$ cat src/rtl/usb_dfu_flash_sequencer_if.sv
// Handshake bundle between the DFU flash sequencer and usb_spiflash_bridge.
interface usb_dfu_flash_sequencer_if;
  logic [15:0] flash_address;
  logic        rd_request;
  logic        rd_data_put;
  logic        wr_request;
  logic        wr_data_get;
  logic        wr_busy;

  // Sequencer side: drives page address and requests, sees byte handshakes.
  modport master (
    output flash_address, rd_request, wr_request,
    input  rd_data_put, wr_data_get, wr_busy
  );

  // Bridge side.
  modport slave (
    input  flash_address, rd_request, wr_request,
    output rd_data_put, wr_data_get, wr_busy
  );
endinterface

$ cat src/rtl/usb_dfu_flash_sequencer.sv
// DFU block sequencer: maps a block number to a flash page, counts bytes through
// the bridge handshakes, waits out erase/program and posts a DFU bStatus code.
//
// state       | meaning
// ------------+-----------------------------------------------------------
// S_IDLE      | waiting for dnload_start / upload_start
// S_WR_FILL   | wr_request high until len bytes consumed by the bridge
// S_WR_WAIT   | waiting for wr_busy to rise then fall, bounded by timeout
// S_RD_STREAM | rd_request high until len bytes delivered by the bridge
// S_POST      | seq_done pulse cycle, status visible, back to idle
module usb_dfu_flash_sequencer #(
  parameter int unsigned PAGE_SIZE      = 256,
  parameter logic [15:0] BASE_PAGE      = 16'h0400,
  parameter int unsigned MAX_PAGES      = 1024,
  parameter logic [23:0] TIMEOUT_CYCLES = 24'hFFFFFF
) (
  input  logic                             clk,
  input  logic                             reset_n,
  input  logic                             dnload_start,
  input  logic                             upload_start,
  input  logic                             abort,
  input  logic [15:0]                      block_num,
  input  logic [8:0]                       xfer_len,
  output logic                             seq_busy,
  output logic                             seq_done,
  output logic [3:0]                       seq_status,
  usb_dfu_flash_sequencer_if.master        bridge
);

  localparam logic [16:0] MAX_PAGES_W  = 17'(MAX_PAGES);
  localparam logic [9:0]  PAGE_SIZE_W  = 10'(PAGE_SIZE);
  localparam logic [3:0]  ST_OK        = 4'h0;
  localparam logic [3:0]  ST_ERR_WRITE = 4'h3;
  localparam logic [3:0]  ST_ERR_ADDR  = 4'h8;
  localparam logic [3:0]  ST_ERR_UNK   = 4'hE;

  typedef enum logic [2:0] {
    S_IDLE,
    S_WR_FILL,
    S_WR_WAIT,
    S_RD_STREAM,
    S_POST
  } state_t;

  state_t      state_q, state_d;
  logic [15:0] addr_q, addr_d;
  logic [8:0]  len_q, len_d;
  logic [8:0]  byte_cnt_q, byte_cnt_d;
  logic [23:0] tmo_q, tmo_d;
  logic        seen_busy_q, seen_busy_d;
  logic        abort_q, abort_d;
  logic        busy_q, busy_d;
  logic        done_q, done_d;
  logic [3:0]  status_q, status_d;

  logic [8:0]  cnt_inc;
  logic        cnt_lt_len;
  logic        bad_req;

  assign cnt_inc    = byte_cnt_q + 9'd1;
  assign cnt_lt_len = (byte_cnt_q < len_q);
  assign bad_req    = ({1'b0, block_num} >= MAX_PAGES_W) || ({1'b0, xfer_len} > PAGE_SIZE_W);

  // Next-state and next-register computation for the whole sequencer.
  always_comb begin
    state_d     = state_q;
    addr_d      = addr_q;
    len_d       = len_q;
    byte_cnt_d  = byte_cnt_q;
    tmo_d       = tmo_q;
    seen_busy_d = seen_busy_q;
    abort_d     = abort_q;
    busy_d      = busy_q;
    done_d      = 1'b0;
    status_d    = status_q;

    case (state_q)
      S_IDLE: begin
        if (dnload_start || upload_start) begin
          if (bad_req) begin
            state_d  = S_POST;
            done_d   = 1'b1;
            status_d = ST_ERR_ADDR;
          end else if (xfer_len == 9'd0) begin
            // Zero-length download is the DFU manifest marker; nothing to move.
            state_d  = S_POST;
            done_d   = 1'b1;
            status_d = ST_OK;
          end else begin
            addr_d      = BASE_PAGE + block_num;
            len_d       = xfer_len;
            byte_cnt_d  = 9'd0;
            abort_d     = 1'b0;
            seen_busy_d = 1'b0;
            busy_d      = 1'b1;
            state_d     = dnload_start ? S_WR_FILL : S_RD_STREAM;
          end
        end
      end

      S_WR_FILL: begin
        if (bridge.wr_data_get && cnt_lt_len) begin
          byte_cnt_d = cnt_inc;
        end
        // An abort cannot cancel a flash op already handed to the bridge, so
        // it still has to sit out erase/program before posting.
        if (abort || (bridge.wr_data_get && cnt_lt_len && (cnt_inc == len_q))) begin
          abort_d     = abort_q | abort;
          seen_busy_d = 1'b0;
          tmo_d       = TIMEOUT_CYCLES;
          state_d     = S_WR_WAIT;
        end
      end

      S_WR_WAIT: begin
        if (abort) begin
          abort_d = 1'b1;
        end
        if (bridge.wr_busy) begin
          seen_busy_d = 1'b1;
        end
        if (seen_busy_q && !bridge.wr_busy) begin
          state_d  = S_POST;
          done_d   = 1'b1;
          busy_d   = 1'b0;
          status_d = (abort_q || abort) ? ST_ERR_UNK : ST_OK;
        end else if (tmo_q <= 24'd1) begin
          state_d  = S_POST;
          done_d   = 1'b1;
          busy_d   = 1'b0;
          status_d = ST_ERR_WRITE;
        end else begin
          tmo_d = tmo_q - 24'd1;
        end
      end

      S_RD_STREAM: begin
        if (abort) begin
          state_d  = S_POST;
          done_d   = 1'b1;
          busy_d   = 1'b0;
          status_d = ST_ERR_UNK;
        end else if (bridge.rd_data_put && cnt_lt_len) begin
          byte_cnt_d = cnt_inc;
          if (cnt_inc == len_q) begin
            state_d  = S_POST;
            done_d   = 1'b1;
            busy_d   = 1'b0;
            status_d = ST_OK;
          end
        end
      end

      S_POST: begin
        state_d = S_IDLE;
      end

      default: begin
        state_d = S_IDLE;
        busy_d  = 1'b0;
      end
    endcase
  end

  // State and output registers.
  always_ff @(posedge clk or negedge reset_n) begin
    if (!reset_n) begin
      state_q     <= S_IDLE;
      addr_q      <= 16'd0;
      len_q       <= 9'd0;
      byte_cnt_q  <= 9'd0;
      tmo_q       <= 24'd0;
      seen_busy_q <= 1'b0;
      abort_q     <= 1'b0;
      busy_q      <= 1'b0;
      done_q      <= 1'b0;
      status_q    <= 4'h0;
    end else begin
      state_q     <= state_d;
      addr_q      <= addr_d;
      len_q       <= len_d;
      byte_cnt_q  <= byte_cnt_d;
      tmo_q       <= tmo_d;
      seen_busy_q <= seen_busy_d;
      abort_q     <= abort_d;
      busy_q      <= busy_d;
      done_q      <= done_d;
      status_q    <= status_d;
    end
  end

  // Requests come straight from registers so they drop on the edge that
  // counts the final handshake.
  assign bridge.flash_address = addr_q;
  assign bridge.wr_request    = (state_q == S_WR_FILL) && cnt_lt_len;
  assign bridge.rd_request    = (state_q == S_RD_STREAM) && cnt_lt_len;

  assign seq_busy   = busy_q;
  assign seq_done   = done_q;
  assign seq_status = status_q;

endmodule

$ cat src/flat_wrapper.sv
// flat-port wrapper written by rule: the top's interface ports become plain ports
module usb_dfu_flash_sequencer_flat 
#(
  parameter int unsigned PAGE_SIZE      = 256,
  parameter logic [15:0] BASE_PAGE      = 16'h0400,
  parameter int unsigned MAX_PAGES      = 1024,
  parameter logic [23:0] TIMEOUT_CYCLES = 24'hFFFFFF
)
  (clk, reset_n, dnload_start, upload_start, abort, block_num, xfer_len, seq_busy, seq_done, seq_status, bridge_flash_address, bridge_rd_request, bridge_wr_request, bridge_rd_data_put, bridge_wr_data_get, bridge_wr_busy);
  usb_dfu_flash_sequencer_if bridge_i ();
  input  logic clk;
  input  logic reset_n;
  input  logic dnload_start;
  input  logic upload_start;
  input  logic abort;
  input  logic [15:0] block_num;
  input  logic [8:0] xfer_len;
  output logic seq_busy;
  output logic seq_done;
  output logic [3:0] seq_status;
  output wire logic [$bits(bridge_i.flash_address)-1:0] bridge_flash_address;
  output wire logic [$bits(bridge_i.rd_request)-1:0] bridge_rd_request;
  output wire logic [$bits(bridge_i.wr_request)-1:0] bridge_wr_request;
  input wire logic [$bits(bridge_i.rd_data_put)-1:0] bridge_rd_data_put;
  input wire logic [$bits(bridge_i.wr_data_get)-1:0] bridge_wr_data_get;
  input wire logic [$bits(bridge_i.wr_busy)-1:0] bridge_wr_busy;
  assign bridge_flash_address = bridge_i.flash_address;
  assign bridge_rd_request = bridge_i.rd_request;
  assign bridge_wr_request = bridge_i.wr_request;
  assign bridge_i.rd_data_put = bridge_rd_data_put;
  assign bridge_i.wr_data_get = bridge_wr_data_get;
  assign bridge_i.wr_busy = bridge_wr_busy;
  usb_dfu_flash_sequencer #(.PAGE_SIZE(PAGE_SIZE), .BASE_PAGE(BASE_PAGE), .MAX_PAGES(MAX_PAGES), .TIMEOUT_CYCLES(TIMEOUT_CYCLES)) u_core (.clk(clk), .reset_n(reset_n), .dnload_start(dnload_start), .upload_start(upload_start), .abort(abort), .block_num(block_num), .xfer_len(xfer_len), .seq_busy(seq_busy), .seq_done(seq_done), .seq_status(seq_status), .bridge(bridge_i));
endmodule
$ cat config.mk
export PLATFORM = sky130hd
export DESIGN_NAME = usb_dfu_flash_sequencer_flat
export DESIGN_NICKNAME = d
export VERILOG_FILES = /design/src/rtl/usb_dfu_flash_sequencer_if.sv /design/src/rtl/usb_dfu_flash_sequencer.sv /design/src/flat_wrapper.sv
export SDC_FILE = /design/constraint.sdc
export NUM_CORES = 1
export LEC_CHECK = 0
export ABC_AREA = 1
export BUFFER_PORTS_ARGS = -buffer_cell sky130_fd_sc_hd__buf_2
export CORE_MARGIN = 1.5
export CORE_UTILIZATION = 63
export CTS_CLUSTER_SIZE = 16
export DETAILED_ROUTE_END_ITERATION = 6
export PLACE_DENSITY = 0.95
export SYNTH_ARGS = -nofsm -noshare
export SYNTH_HDL_FRONTEND = slang
export SYNTH_SLANG_ARGS = --single-unit
$ cat constraint.sdc
create_clock -name clk -period 5.2 [get_ports clk]
set_input_delay 1.04 -clock clk [delete_from_list [all_inputs] [get_ports clk]]
set_output_delay 1.04 -clock clk [all_outputs]
set_load 0.01 [all_outputs]
## Word level (Yosys, flattened, before mapping)

Cells that the tools add are included.

- ROM bits: 0
- Bits of input ports: 33
- Flip-flop bits (word level): 69
- Memories: 0
- Output and inout port bits: 24
- Bits in latches: 0
- Logic and storage cells: 126
- Bits in writable memories: 0

- Bitwise logic cells: 4
- Equality and inequality tests: 20
- Shift-type cells: 0
- Reductions and logical operators: 26
- Mux-type cells: 59
- Div/mod/pow operators: 0
- $mul: 0
- Magnitude comparators: 4
- $add $sub $neg: 3

Operators with widths:

| kind | number |
|---|---|
| 2-to-1 mux 24 bit | 3 |
| 2-to-1 mux 9 bit | 6 |
| case mux 24 bit (2 select lines) | 1 |
| 2-to-1 mux 4 bit | 9 |
| 2-to-1 mux 3 bit | 9 |
| case mux 9 bit (3 select lines) | 1 |
| less-or-equal comparator 24 x 1 -> 1 bit, second input constant | 1 |
| subtractor 24 x 1 -> 24 bit, second input constant | 1 |
| 2-to-1 mux 1 bit | 23 |
| AND reduction 6 bit | 3 |
| adder 11 x 16 -> 16 bit, first input constant | 1 |
| >= comparator 16 x 11 -> 1 bit, second input constant | 1 |
| inequality test 2 bit, second input constant | 7 |
| AND reduction 7 bit | 2 |
| case mux 3 bit (4 select lines) | 1 |
| case mux 4 bit (3 select lines) | 1 |
| adder 9 x 1 -> 9 bit, second input constant | 1 |
| equality test 9 bit | 1 |
| > comparator 9 bit, second input constant | 1 |
| zero test 9 bit | 1 |
| < comparator 9 bit | 1 |
| case mux 1 bit (3 select lines) | 3 |
| nonzero test 3 bit | 3 |
| inequality test 2 x 1 -> 1 bit, second input constant | 4 |
| 17 further kinds | 31 |

## Depth between registers and ports, before layout

- Word-level depth: 6
- Gate-level depth with buffers: 16
- Depth with buffers taken out: 15

## Least setup slack after synthesis

No wires, ideal clock.

- Path kind: input to register
- Start point: input port block_num[11]
- End point: register u_core.byte_cnt_q[7]
- Buffers on the path: 1
- Setup slack: 2808 ps
- Library setup time: 130 ps
- Arrival time: 2262 ps
- Stages: 12
- Cells stage by stage: inv_1 -> ha_1 -> nand2_1 -> nor3_1 -> nand2_1 -> nor2_1 -> nand2_1 -> nand2_1 -> nand3_1 -> clkbuf_1 -> nand2_1 -> o21ai_0

- Cells in the longest elaborated chain, start to end: 4

RTL lines:

| item | line | RTL |
|---|---|---|
| from (decl) | flat_wrapper.sv:16 | `input logic [15:0] block_num;` |
| >= comparator 16 x 11 -> 1 bit | usb_dfu_flash_sequencer.sv:62 | `assign bad_req = ({1'b0, block_num} >= MAX_PAGES_W) \|\| ({1'b0, xfer_len} > PAGE_SIZE_W);` |
| logical OR 1 bit | usb_dfu_flash_sequencer.sv:62 |  |
| inequality test 2 bit (no line) | n/a |  |
| AND reduction 7 bit (no line) | n/a |  |
| to (signal assigned) | usb_dfu_flash_sequencer.sv:182 | `byte_cnt_q <= byte_cnt_d;` |
| to (decl) | usb_dfu_flash_sequencer.sv:48 | `logic [8:0] byte_cnt_q, byte_cnt_d;` |

Every way passes these cells.
A chain may end at the register's enable or synchronous reset.

## Worst setup path in the final report

- Start point: register u_core.state_q[2]
- End point: output port bridge_wr_request

- Cells in the longest elaborated chain, start to end: 2

RTL lines:

| item | line | RTL |
|---|---|---|
| from (decl) | usb_dfu_flash_sequencer.sv:45 | `state_t state_q, state_d;` |
| from (signal assigned) | usb_dfu_flash_sequencer.sv:179 | `state_q <= state_d;` |
| equality test 3 x 1 -> 1 bit | usb_dfu_flash_sequencer.sv:195 | `assign bridge.wr_request = (state_q == S_WR_FILL) && cnt_lt_len;` |
| logical AND 1 bit | usb_dfu_flash_sequencer.sv:195 |  |
| to (decl) | flat_wrapper.sv:23 | `output wire logic [$bits(bridge_i.wr_request)-1:0] bridge_wr_request;` |

Every way passes these cells.

==> results by group <==
Status
  • Run status: finished clean

Yosys
  • Share of synthesized flip-flops with an asynchronous set or reset: 100.0%
  • Flip-flop and latch count after synthesis: slightly below 70
  • Most used flip-flop cell after synthesis: dfrtp_1
  • Adder-Cell Fraction of Synth Area: ~4.3%
  • Net count after synthesis: ~680
  • Area share of and/or/nand/nor cells after synthesis: around two fifths
  • Cells after synthesis: 630
  • Cell type with the highest aggregate area in the netlist: dfrtp_1
  • Commonest cells post-synth: nand2_1, nand3_1, inv_1, dfrtp_1, nor2_1
  • Cell variety after synth: 33
  • Main combinational cell family by area after synthesis: simple AND/OR/NAND/NOR gates
  • Xor and xnor area share after synthesis: less than 1%
  • Mean instance size in the synthesized netlist: 6.923 um2
  • Netlist Area Pre-Place: between 0.004 and 0.005 mm2
  • Area share of the leading cell type in the synthesized netlist: between 30 and 40%
  • Sequential share of the synthesized area: between 30 and 40%
  • Number of flops mapped to enable cells by yosys: 0
  • YS warnings: 0
  • Most frequently used cell type in the post-synthesis netlist: nand2_1
  • Compound-cell area share of the yosys netlist: ~7.8%
  • Cells taking the most area after synthesis: dfrtp_1, nand2_1, nand3_1
  • Share of synthesized area spent on multiplexers: less than 1%

STA
  • Final setup violation count: 0
  • Top achievable clock speed: 292.8 MHz
  • Unrepaired setup endpoints after global routing: no
  • Worst hold slack across all endpoints: around 480 ps
  • Count of pins over their slew limit: 0
  • Setup TNS Final: 0 ps
  • Slew at the pin closest to its max-slew limit: 1156 ps
  • Hold Vio Cnt, Final: 0
  • Part of the cycle the worst path needs: 65.69%
  • Post-layout minimum cycle time: ~3400 ps
  • Worst Skew: 7.210 ps
  • Relative slew margins: 22.74%

Global routing
  • Global-route wire length before repair: around 18000 um
  • Gr usage total: a little under a third
  • Initial antenna violation count: 0
  • Vias in the first global route: 4086
  • Global route overflow: 0
  • Maximum number of pins on one net before global-route repair: 47

Route
  • Routed Wire Length: around 11000 um
  • Number of vias per cell after detailed routing: ~5.8
  • First-pass iteration count of the detailed router: 5
  • DRC: 0
  • Iteration-0 DRC Markers: 468
  • Routed vias: roughly 4500
  • Wirelength per Cell: between 10 and 15 um
  • Antenna-violating nets left: 0

Layout
  • Final Core Density: between 70% and 80%
  • Diodes inserted: 0
  • Final net count: approximately 730
  • Final standard cell count with taps included and fillers excluded: roughly 770
  • Signed area change from the synthesized netlist to the final layout: 11.47%
  • Ratio of cells with drive above 1 in the final layout: approximately 14%

Worst setup path
  • Kind of start point of the critical path: register
  • Cell with the largest stage delay on the worst path: nor2_1
  • Largest fanout on the critical path: 11
  • Critical path class: reg -> out
  • Data arrival, critical path: approximately 2400 ps
  • Buf+Inv Stages, Crit Path: 3
  • Cell family with the largest share of critical-path delay: simple AND/OR/NAND/NOR gates
  • Cell repeated most along the worst path: nor2_1
  • Sort of element at the end of the critical path: primary output
  • Critical Path RT: between 4000 and 5000 ps
  • Maximum single-stage delay on the critical path: 650 ps
  • Cell Chain, Critical Path: nor2_1 > inv_1 > nor2_1 > inv_1 > nor2_1 > buf_2

Clock tree
  • Num CTS Buffers: 9
  • Post-cts repair resize count: 0
  • Htree depth: 3
  • Sink Count: just under 70
  • Clock tree root driver cell: clkbuf_8
  • Setup repair bufs after CTS: 0
  • Buffer depth of the longest clock path: 2
  • Clock transition at the registers of the reported paths: 70 ps
  • # hold bufs at CTS: 0
  • Clock latency on the worst-skew pair: approximately 350 ps
  • CTS tree: done

Die
  • Vertical extent of the die: around 86 um
  • Effective utilization at floorplan: between 60% and 70%
  • Cell Rows: 30
  • X dimension of the die: 86.21 um
  • Die outline area: 0.007431 mm2
  • Number of I/O pins: 57
  • Core Area: 0.006756 mm2

Place
  • Placed cell count: between 700 and 800
  • Port buffer count: 56
  • DP Wirelength: 7441 um
  • Global placement routability congestion: between 0.9 and 1

Flow run
  • Reported max-cap violation count: 0

Power
  • Standby leakage power: approximately 2.6 nW
  • Worst VDD drop: roughly 0.22 mV
  • Power density normalized to cell area: approximately 420 mW/mm2

Hold path
  • Kind of path behind the tightest hold check: reg -> reg
-- layer usage --
layer / GRT usage [%] / vias up / wire length [um]
met5: 0 / - / 0
met4: 12.32 / 0 / 260
met3: 5.905 / 39 / 839
met1: 41.11 / 2055 / 4541
li1: - / 2142 / -
met2: 48.89 / 219 / 5007
-- cell usage in the layout (no fill, tap or decap), types with 3 or more instances in the layout --
master	count
nand2_1	191
a21oi_1	8
nor2_2	4
o21ai_0	48
ha_1	15
mux2_2	3
nor3_1	8
nand3_1	82
inv_1	77
nor4_1	3
clkbuf_8	10
nand4_1	16
nor2_1	60
or2_2	4
nand2_2	3
dfrtp_1	69
inv_2	4
buf_2	56
-- per-stage QoR --
step | setup slack (ps) | total power, mW | cell area, um2
3_3_place_gp | 1987 | 1.548 | 4674
5_1_grt | 1639 | 2.208 | 4862
6_report | 1784 | 2.057 | 4862
4_1_cts | 1828 | 2.040 | 4862
3_5_place_dp | 1831 | 1.599 | 4674
2_1_floorplan | 2808 | 1.388 | 4362
-- power breakdown --
group,internal (mW),switching (mW),total [mW],leakage (nW)
clock network,0.228,0.207,0.435,0.0902
logic,0.265,0.502,0.766,1.58
registers,0.687,0.168,0.855,0.893
total,1.18,0.877,2.06,2.56
-- logic make-up after synthesis --
| family | after synthesis |
|---|---|
| flops | 69 |
| buf+inv | 97 |
| xor+xnor | 3 |
| simple gates | 379 |
| fa+ha+maj | 15 |
| mux | 3 |
| compound gates | 64 |
-- worst min-delay path, cell delays in order (launching register included) --
cell	delay, ps
dfrtp_1	350
nand2_1	60
inv_1	40
-- cell type report --
| cell class | count | area, um2 |
|---|---|---|
| multi-input combinational | 464 | 2248 |
| clock buffer | 10 | 137.6 |
| inverter | 81 | 304.0 |
| sequential | 69 | 1727 |
| fill | 506 | 1894 |
| tap | 80 | 100.1 |
| clock inverter | 4 | 50.05 |
| timing repair buffer | 58 | 295.3 |
-- sequential cells by signal (all words and copies together) (netlist names) --
name,flops
u_core.seq_status,4
u_core.tmo_q,24
u_core.bridge.flash_address,16
u_core.state_q,3
u_core.seq_busy,1
u_core.len_q,9
u_core.seq_done,1
u_core.seen_busy_q,1
u_core.abort_q,1
u_core.byte_cnt_q,9
-- worst paths after layout --
| check | from | to | slack (ps) | depth (start not counted) |
|---|---|---|---|---|
| setup / recovery | u_core.state_q[2]$_DFFE_PN0P_ | bridge_wr_request | 1780 | 6 |
| hold / removal | u_core.bridge.flash_address[13]$_DFFE_PN0P_ | u_core.bridge.flash_address[13]$_DFFE_PN0P_ | 480 | 2 |
| setup reg to reg | u_core.tmo_q[0]$_DFFE_PN0P_ | u_core.tmo_q[12]$_DFFE_PN0P_ | 2540 | 9 |
| hold reg to reg | u_core.bridge.flash_address[13]$_DFFE_PN0P_ | u_core.bridge.flash_address[13]$_DFFE_PN0P_ | 480 | 2 |
| max in group asynchronous | reset_n | u_core.tmo_q[9]$_DFFE_PN0P_ | 3460 | 2 |
| min in group asynchronous | reset_n | u_core.byte_cnt_q[2]$_DFFE_PN0P_ | 860 | 1 |
Note: power is estimated with default switching activity, not from simulation.
